`src/rtl/ht_res_sink.sv`:
```
// Result-stream sink: valid/ready intake into a FWFT buffer, plus saturating per-rescode counters.
// Define HT_RES_SINK_THROTTLE_EN to gate res_ready_o with an LFSR for pseudo-random backpressure.
module ht_res_sink #(
    parameter int KEY_WIDTH   = 32,
    parameter int VALUE_WIDTH = 16,
    parameter int DEPTH       = 8,
    parameter int CNT_WIDTH   = 16
) (
    input  logic                       clk_i,
    input  logic                       rst_i,
    input  logic                       res_valid_i,
    output logic                       res_ready_o,
    input  logic [KEY_WIDTH-1:0]       res_key_i,
    input  logic [VALUE_WIDTH-1:0]     res_value_i,
    input  logic [1:0]                 res_opcode_i,
    input  logic [2:0]                 res_rescode_i,
    input  logic                       rd_en_i,
    output logic                       rd_valid_o,
    output logic [KEY_WIDTH-1:0]       rd_key_o,
    output logic [VALUE_WIDTH-1:0]     rd_value_o,
    output logic [1:0]                 rd_opcode_o,
    output logic [2:0]                 rd_rescode_o,
    output logic [$clog2(DEPTH):0]     used_o,
    input  logic [2:0]                 cnt_sel_i,
    output logic [CNT_WIDTH-1:0]       cnt_o,
    input  logic                       clear_i
);
    localparam int AW = $clog2(DEPTH);
    localparam int UW = AW + 1;
    localparam int EW = KEY_WIDTH + VALUE_WIDTH + 5;

    typedef logic [EW-1:0] entry_t;

    entry_t               mem_q [DEPTH];
    entry_t               mem_d [DEPTH];
    logic [AW-1:0]        wr_ptr_q, wr_ptr_d;
    logic [AW-1:0]        rd_ptr_q, rd_ptr_d;
    logic [UW-1:0]        used_q, used_d;
    logic [CNT_WIDTH-1:0] cnt_q [8];
    logic [CNT_WIDTH-1:0] cnt_d [8];
    logic                 full;
    logic                 gate;
    logic                 accept;
    logic                 pop;

`ifdef HT_RES_SINK_THROTTLE_EN
    logic [15:0] lfsr_q, lfsr_d;

    // Taps 16,14,13,11 (bits 15,13,12,10); shifts left every cycle outside reset.
    always_comb begin
        lfsr_d = {lfsr_q[14:0], lfsr_q[15] ^ lfsr_q[13] ^ lfsr_q[12] ^ lfsr_q[10]};
        gate   = (lfsr_q[1:0] != 2'b00);
    end

    always_ff @(posedge clk_i) begin
        if (rst_i) lfsr_q <= 16'hACE1;
        else       lfsr_q <= lfsr_d;
    end
`else
    assign gate = 1'b1;
`endif

    // Handshake: a result transfers on a rising edge where res_valid_i and res_ready_o are both
    // high; ready comes only from registered state and rst_i, never from res_valid_i.
    always_comb begin
        full        = (used_q == UW'(DEPTH));
        res_ready_o = !rst_i && !full && gate;
        accept      = res_valid_i && res_ready_o;
        pop         = rd_en_i && (used_q != '0);

        mem_d = mem_q;
        if (accept) mem_d[wr_ptr_q] = {res_key_i, res_value_i, res_opcode_i, res_rescode_i};

        wr_ptr_d = wr_ptr_q + AW'(accept);
        rd_ptr_d = rd_ptr_q + AW'(pop);
        used_d   = used_q + UW'(accept) - UW'(pop);

        // Clear first, so a simultaneous accept leaves its counter at exactly one.
        for (int i = 0; i < 8; i++) cnt_d[i] = clear_i ? '0 : cnt_q[i];
        if (accept && (cnt_d[res_rescode_i] != '1))
            cnt_d[res_rescode_i] = cnt_d[res_rescode_i] + CNT_WIDTH'(1);
    end

    always_ff @(posedge clk_i) begin
        if (rst_i) begin
            wr_ptr_q <= '0;
            rd_ptr_q <= '0;
            used_q   <= '0;
            for (int i = 0; i < 8; i++) cnt_q[i] <= '0;
        end else begin
            wr_ptr_q <= wr_ptr_d;
            rd_ptr_q <= rd_ptr_d;
            used_q   <= used_d;
            for (int i = 0; i < 8; i++) cnt_q[i] <= cnt_d[i];
        end
    end

    // Storage needs no reset: rd_valid_o masks stale entries.
    always_ff @(posedge clk_i) begin
        for (int i = 0; i < DEPTH; i++) mem_q[i] <= mem_d[i];
    end

    assign {rd_key_o, rd_value_o, rd_opcode_o, rd_rescode_o} = mem_q[rd_ptr_q];
    assign rd_valid_o = (used_q != '0);
    assign used_o     = used_q;
    assign cnt_o      = cnt_q[cnt_sel_i];

endmodule

```
`config.mk`:
```
export PLATFORM = sky130hd
export DESIGN_NAME = ht_res_sink
export DESIGN_NICKNAME = d
export VERILOG_FILES = /design/src/rtl/ht_res_sink.sv
export SDC_FILE = /design/constraint.sdc
export NUM_CORES = 1
export LEC_CHECK = 0
export CORE_ASPECT_RATIO = 1.4
export CORE_MARGIN = 10
export CORE_UTILIZATION = 35
export CTS_CLUSTER_DIAMETER = 80
export CTS_CLUSTER_SIZE = 10
export DETAILED_ROUTE_END_ITERATION = 8
export HOLD_SLACK_MARGIN = 0.03
export SKIP_LAST_GASP = 1
export SLEW_MARGIN = 10
export SYNTH_ARGS = -nofsm -noshare
export SYNTH_HDL_FRONTEND = slang
export SYNTH_SLANG_ARGS = --single-unit
```
`constraint.sdc`:
```
create_clock -name clk_i -period 8 [get_ports clk_i]
set_clock_uncertainty 0.05 [all_clocks]
set_input_delay 1.2 -clock clk_i [delete_from_list [all_inputs] [get_ports clk_i]]
set_output_delay 1.2 -clock clk_i [all_outputs]
set_load 0.01 [all_outputs]
```
Yosys cells after proc, flatten, opt, wreduce, memory -nomap -nowiden
Memory sizes are Yosys's and may differ from the RTL's.
Index checks and enable logic that the tools add are counted.
{"block": "op_classes", "reduce_logical": 9, "eq_ne": 2, "addsub": 5, "magnitude_cmp": 5, "bitwise_logic": 11, "mux": 32}
{"cell": "bitwise mux 424 bit", "n": 1}
{"cell": "2-to-1 mux 16 bit", "n": 19}
{"cell": "binary-select mux 53 bit (select 3 bit)", "n": 1}
{"cell": "demux 53 bit (select 3 bit)", "n": 1}
{"cell": "2-to-1 mux 53 bit", "n": 3}
{"cell": "bitwise mux 128 bit", "n": 1}
{"cell": "2-to-1 mux 128 bit", "n": 1}
{"cell": "binary-select mux 16 bit (select 3 bit)", "n": 1}
{"cell": "demux 16 bit (select 3 bit)", "n": 1}
{"cell": "adder 16 x 1 -> 16 bit, second input constant", "n": 1}
{"cell": "!= test 16 bit, second input constant", "n": 1}
{"cell": ">= comparator 4 bit, second input constant", "n": 3}
{"cell": "inverter 3 -> 4 bit", "n": 3}
{"cell": "< comparator 4 x 1 -> 1 bit, second input constant", "n": 2}
{"cell": "bitwise OR 1 bit", "n": 8}
{"cell": "adder 3 x 1 -> 3 bit", "n": 2}
{"cell": "logical AND 1 bit", "n": 6}
{"cell": "adder 4 x 1 -> 4 bit", "n": 1}
{"cell": "== test 4 bit, second input constant", "n": 1}
{"cell": "nonzero test 4 bit", "n": 1}
{"cell": "subtractor 4 x 1 -> 4 bit", "n": 1}
{"cell": "2-to-1 mux 1 bit", "n": 3}
{"cell": "logical NOT 1 bit", "n": 2}
{"block": "word_totals", "memories": 1, "reg_bits": 434, "out_inout_bits": 75, "wordCells": 76, "ramBits": 128}
{"name": "cnt_q", "words": 8, "word_bits": 16, "rd": 9, "rd_ports_with_merged_regs": 0, "write_ports": 8, "line_no": "39", "rtl": "logic [CNT_WIDTH-1:0] cnt_q [8];"}

Depth between registers and ports, before layout
Gate-level depths: netlist (run 1).
An unclocked memory read counts as a cell.
{"block": "depth", "ltp_word": 9, "depth_mapped": 16}

Worst setup path before layout (run 1)
No wires, ideal clock.
{"block": "synth_timing", "path_type": "input -> register", "startpoint": "input rst_i", "endpoint": "register mem_q[265] (netlist bit) (enable)", "slack_ps": 97, "required_time_ps": 7336, "stages": 3, "t_arrival_ps": 7239, "n_path_buf": 0, "cell_sequence": "a21oi_1 nand2_1 nor4b_1"}
{"block": "synth_between", "elab_chain_len": 3}
{"item": "start, declared", "line_no": "10", "rtl": "input logic rst_i,"}
{"item": "logical NOT 1 bit", "line_no": "67", "rtl": "res_ready_o = !rst_i && !full && gate;"}
{"item": "logical AND 1 bit", "line_no": "67"}
{"item": "logical AND 1 bit", "line_no": "68", "rtl": "accept = res_valid_i && res_ready_o;"}
{"item": "end, declared", "line_no": "34", "rtl": "entry_t mem_q [DEPTH];"}
Every way passes these cells.
A chain may end at the register's enable or synchronous reset.

==> metrics, run 1 <==
Gate power share=0.193; Post-CTS Setup Repair Bufs=0; CTS Hold Bufs=0; grt total ovfl=0; Async SR Flop Fraction=0; dpl cells=between 2,000 and 2,500; fillers=6,144; fmax=180 MHz; Tot Pwr=~7.4 mW; leak pwr=8.67 nW; clk sinks=562; syn_nets=1,569; yosys warns=0; Setup Viol. Count Final=0; largest net degree at the start of global routing=89; minimum clock period=5.56 ns; IO buf count=135; CTS resizes=0; vias in the first global route=between 15,000 and 20,000; Total Nets Final=1,692; reg2reg path depth=12; chip width=242 um; post-synthesis sequential area ratio=0.642; RSZ-0062 raised after global routing=false; TNS Setup=0 ns; design area=roughly 28,000 um2; post-synth top area cell=edfxtp_1; worst ir drop on vdd=between 0.2 and 0.25 mV; worst slack, placed=1.94 ns; gpl congestion=0.829; first-pass GRT wire length=96,200 um; Post-DP HPWL=36,200 um; Row Count=113; Worst Setup Path Type=input port to register; Seq pwr share=0.447; clk buf depth=3; fin crit share=0.695; drt initial violations=1,493; Sw Pwr=1.88 mW; Vias/cell=5.62; Clock Power Share=0.359; Arr. time, crit path=6.04 ns; Post-Route Utilization=0.415; critical path peak fanout=38; final wirelength=63,200 um; Syn Area/Cell=16.1 um2; Cell variety after synth=63; worst hold path depth=2; placed inst area=26,500 um2; max-cap check violation count=0; critical path capture point type=register; required time worst endpoint=~8.5 ns; mapped cell area=~24,000 um2; die height=331 um; Hold WC Path Type=register to register; CTS tree=done; internal power=5.47 mW; Rel. slew slack=0.223; Cell Pwr Density=260 nW/um2; cell count after synthesis=1,496; Yosys top cell area share=0.528; All-Layer GR Usage=0.157; Worst-Skew Late Latency=between 0.6 and 0.7 ns; Slew @ Worst Pin=1.16 ns; share of post-route cells with drive strength above 1=0.228; Routed Antenna Nets=0; total die area=80,000 um2; main area contributors after synthesis=edfxtp_1 53%, mux4_2 14%, dfxtp_1 11%, mux2_2 3.4%, o211ai_1 2.9%; # IOs=136; Hold Vio Cnt, Final=0; ys flop type=edfxtp_1; core area=68,100 um2; CTS buffer count=66; Post-synth EDFFs=424; Clock Pin Slew Worst Setup and Hold Paths=roughly 0.06 ns; Critical Path Start Type=input port; fin worst setup slack=2.44 ns; final hold slack=0.421 ns; Area Overhead vs Synth=17.2%; initial antenna violation count=4; register bit total from synthesis=562; Pre-antenna DRT Iters=7; Sw Share=0.256; Post-Layout Cell Count=between 2,000 and 3,000; DRC=0; htree depth=3; status=completed; Vias=14,371; Max Slew Vio Count=0; post-DR wirelength/cell=24.7 um; Root Buffer=clkbuf_16; Initial Util=0.354
[cells in the mapped netlist (all sizes together) (33+ instances only)]
master,count
a21oi,87
buf,42
clkbuf,75
dfxtp,138
edfxtp,424
mux2,79
mux2i,66
mux4,148
nand2,50
nand3,86
nor2,33
o211ai,94
[flip-flops by register name, summed over array words and instances (netlist names)]
register,count
cnt_q,128
mem_q,424
rd_ptr_q,3
used_o,4
wr_ptr_q,3
[power by group through the flow]
stage / Sequential, mW / Combinational (mW) / Clock (mW)
3_5_place_dp: 3.35 / 1.45 / 0
5_1_grt: 3.30 / 1.53 / 2.82
3_3_place_gp: 3.35 / 1.43 / 0
2_1_floorplan: 3.30 / 0.931 / 0
4_1_cts: 3.29 / 1.46 / 2.73
6_report: 3.29 / 1.42 / 2.64
[worst paths after layout]
path | start | endpoint | slack [ns]
max | clear_i | cnt_q[2][15] | 2.44
min | cnt_q[1][12] | cnt_q[1][12] | 0.42
max reg2reg | cnt_q[3][0] | cnt_q[2][15] | 3.94
min reg2reg | cnt_q[1][12] | cnt_q[1][12] | 0.42
[layer usage]
metal | up-vias | wire (um) | GRT usage
met5 | - | 26 | 0
met4 | 4 | 2350 | 0.0705
met1 | 7405 | 24900 | 0.187
li1 | 6237 | - | -
met3 | 150 | 3830 | 0.0308
met2 | 575 | 32100 | 0.272
[layout make-up]
class / count / area [um2] / share of cell area
Clock inverter: 8 / 135 / 0.00478
Tap cell: 920 / 1150 / 0.0407
Sequential cell: 562 / 15500 / 0.548
Inverter: 17 / 63.8 / 0.00226
Clock buffer: 78 / 1700 / 0.0600
Timing Repair Buffer: 172 / 1620 / 0.0572
Antenna cell: 1 / 2.50 / 0.0000884
Multi-Input combinational cell: 800 / 8130 / 0.287
[cell families after synthesis]
family / after synthesis / synth area share
xor gates and xnor gates: 20 / 0.00726
adders and majority gates: 12 / 0.00653
and+or+nand+nor: 241 / 0.0517
buffers and inverters: 134 / 0.0247
AOI/OAI and AO/OA: 234 / 0.0655
DFF: 562 / 0.642
muxes: 293 / 0.202
[critical path: stages]
cell and delay (ns):
clkdlybuf4s50_1 0.87, inv_2 0.62, buf_4 0.50, a211o_1 0.20, nand4_1 0.28, nor4b_4 0.41
nand3_2 0.26, o311ai_4 0.92, buf_4 0.43, nor4_1 0.10, nor3_1 0.20
[placed cells by master (no fill, tap or decap), drive strengths merged, types with 10 or more instances in the layout]
master           n
mux4           148
nand2           50
nor4            13
nor3            16
mux2            79
o21ai           15
xnor2           12
mux2i           66
nor2            33
dfxtp          138
o211ai          94
a21oi           87
a22oi           10
clkbuf          78
ha              11
inv             20
clkdlybuf4s50  130
nand3           86
and2            11
edfxtp         424
buf             42
No activity file was read; power rests on OpenSTA's default activity.
==> inputs of run 2 (changes only) <==
Clock period 8 ns to 5.1 ns, I/O delays scaled along.
==> metrics, run 2 (same netlist as run 1, synthesis figures left out) <==
status=completed (unchanged); Worst R2R Start=cnt_q[3][1] (was cnt_q[3][0]); critical path, cell by cell=buf_2 -> mux4_2 -> a22oi_1 -> inv_1 -> ha_1 -> inv_1 -> or4_1 -> nor3_1 -> buf_4 -> a311oi_4 -> buf_4 -> nand3_1 -> a21oi_1 (was clkdlybuf4s50_1 -> inv_2 -> buf_4 -> a211o_1 -> nand4_1 -> nor4b_4 -> nand3_2 -> o311ai_4 -> buf_4 -> nor4_1 -> nor3_1); Max Slew Vio Count=0 (unchanged); DRC=0 (unchanged); max reg flops=424 (unchanged); Slew @ Worst Pin=1.09 ns (was 1.16 ns); critical path peak fanout=36 (was 38); Critical Path Start Type=input port (unchanged); internal power=8.66 mW (was 5.47 mW); initial antenna violation count=2 (was 4); worst ir drop on vdd=0.238 mV (was 0.204 mV); Post-CTS Setup Repair Bufs=0 (unchanged); Arr. time, crit path=4.47 ns (was 6.04 ns); Setup Viol. Count Final=0 (unchanged); multi-input combinational cell area=8150 um2 (was 8130 um2); Hold Vio Cnt, Final=0 (unchanged); Row Count=113 (unchanged); Total Nets Final=1,723 (was 1,692); Sw Share=0.254 (was 0.256); IO buf count=135 (unchanged); chip width=242 um (unchanged); dpl cells=2,502 (was 2,471); Pre-antenna DRT Iters=7 (unchanged); design area=28,700 um2 (was 28,300 um2); die height=331 um (unchanged); Post-DP HPWL=37,300 um (was 36,200 um); CTS buffer count=66 (unchanged); core area=68,100 um2 (unchanged); Area Overhead vs Synth=18.9% (was 17.2%); Post-Route Utilization=0.421 (was 0.415); Post-Layout Cell Count=2,589 (was 2,558); gpl congestion=0.842 (was 0.829); Seq pwr share=0.442 (was 0.447); clk sinks=562 (unchanged); final wirelength=62,200 um (was 63,200 um); largest net degree at the start of global routing=94 (was 89); Rel. slew slack=0.272 (was 0.223); critical hold path startpoint=rst_i (was cnt_q[1][12]); Tot Pwr=11.6 mW (was 7.36 mW); RSZ-0062 raised after global routing=false (unchanged); Cell Pwr Density=404 nW/um2 (was 260 nW/um2); Vias/cell=5.55 (was 5.62); fmax=249 MHz; Clock Power Share=0.361 (was 0.359); Gate power share=0.197 (was 0.193); total die area=80,000 um2 (unchanged); crit path to=cnt_q[0][8] (was cnt_q[2][15]); Vias=14,371 (unchanged); Clock Pin Slew Worst Setup and Hold Paths=0.06 ns (about the same); most frequent cells in the layout=424 x edfxtp_1, 148 x mux4_2, 135 x dfxtp_1 (unchanged); minimum clock period=4.01 ns; clk buf depth=3 (unchanged); Initial Util=0.354 (unchanged); Sequential Area=15,500 um2 (unchanged); CTS resizes=0 (unchanged); leak pwr=8.87 nW (was 8.67 nW); critical path capture point type=register (unchanged); CP max stage delay=0.74 ns (was 0.92 ns); grt total ovfl=0 (unchanged); Critical R2R Capture=cnt_q[0][8] (was cnt_q[2][15]); CTS Hold Bufs=0 (unchanged); worst slack, placed=0.523 ns (was 1.94 ns); fillers=6,145 (was 6,144); max-cap check violation count=0 (unchanged); Routed Antenna Nets=0 (unchanged); Worst path slowest cell=a311oi_4 (was o311ai_4); vias in the first global route=15,267 (was 15,122); reg2reg path depth=12 (unchanged); drt initial violations=1,232 (was 1,493); share of post-route cells with drive strength above 1=0.243 (was 0.228); first-pass GRT wire length=95,000 um (was 96,200 um); worst setup path start=res_rescode_i[1] (was clear_i); fin crit share=0.786; Worst-Skew Late Latency=0.61 ns (was 0.62 ns); All-Layer GR Usage=0.154 (was 0.157); Root Buffer=clkbuf_16 (unchanged); largest reg by FF count=mem_q (unchanged); CTS tree=done (unchanged); required time worst endpoint=5.56 ns (was 8.48 ns); Worst Setup Path Type=input port to register (unchanged); register-to-register path setup slack=1.58 ns (was 3.94 ns); # IOs=136 (unchanged); Sw Pwr=2.94 mW (was 1.88 mW); placed inst area=26,800 um2 (was 26,500 um2); fin worst setup slack=1.09 ns (was 2.44 ns); htree depth=3 (unchanged); Hold WC Path Type=input port to register (was register to register); commonest non-fill, non-tap cell in the layout=edfxtp_1 (unchanged); post-DR wirelength/cell=24.0 um (was 24.7 um)
-- run 2: cell count changes in the layout (fill, tap and decap cells not counted), moves of 2 or more --
cell,before,now
inv_16,0,2
buf_4,37,59
nor4b_4,1,3
inv_6,3,1
buf_12,1,10
nor4b_2,2,0
-- run 2: worst min-delay path by stage --
stage / depth (start not counted) / endpoint / slack, ns
after global placement: 2 / cnt_q[2][12] / 0.41
after CTS: 2 / rd_ptr_q[0] / 0.34
final: 2 / rd_ptr_q[0] / 0.38
after floorplan: 2 / cnt_q[2][12] / 0.39
after detailed placement: 2 / cnt_q[2][12] / 0.42
after global routing: 2 / rd_ptr_q[0] / 0.36
-- run 2: cell type report --
| cell class | count | share of cell area |
|---|---|---|
| Sequential cell | 562 | 0.540 |
| Multi-Input combinational cell | 800 | 0.284 |
| Timing Repair Buffer | 203 | 0.0685 |
| Clock buffer | 79 | 0.0604 |
| Tap cell | 920 | 0.0401 |
| Clock inverter | 7 | 0.00414 |
| Inverter | 17 | 0.00222 |
| Antenna cell | 1 | 0.0000872 |
-- run 2: layer usage --
| layer | track usage | wire length [um] | share of wire | up-vias |
|---|---|---|---|---|
| li1 | - | - | - | 6300 |
| met3 | 0.0309 | 3710 | 0.060 | 126 |
| met4 | 0.0607 | 1900 | 0.030 | 2 |
| met1 | 0.187 | 25000 | 0.40 | 7463 |
| met5 | 0 | 12 | 0.00019 | - |
| met2 | 0.267 | 31600 | 0.51 | 480 |
-- run 2: metrics by stage --
step	TNS (ns)	hold WS (ns)
final	0	0.377
after CTS	0	0.338
after global routing	0	0.357
after floorplan	-182.77	0.391
after detailed placement	0	0.418
after global placement	0	0.408
-- run 2: critical path: cells and delay by family --
kind            cells  cell delay, ns
compound gates      3            1.28
simple gates        3            0.34
fa+ha+maj           1            0.19
mux                 1            0.41
buf+inv             5            1.44
-- run 2: power groups by stage --
| stage | clock network (mW) | registers (mW) | logic [mW] |
|---|---|---|---|
| 2_1_floorplan | 0 | 5.16 | 1.46 |
| 3_3_place_gp | 0 | 5.22 | 2.31 |
| 3_5_place_dp | 0 | 5.23 | 2.34 |
| 4_1_cts | 4.30 | 5.13 | 2.35 |
| 5_1_grt | 4.48 | 5.14 | 2.46 |
| 6_report | 4.19 | 5.13 | 2.29 |
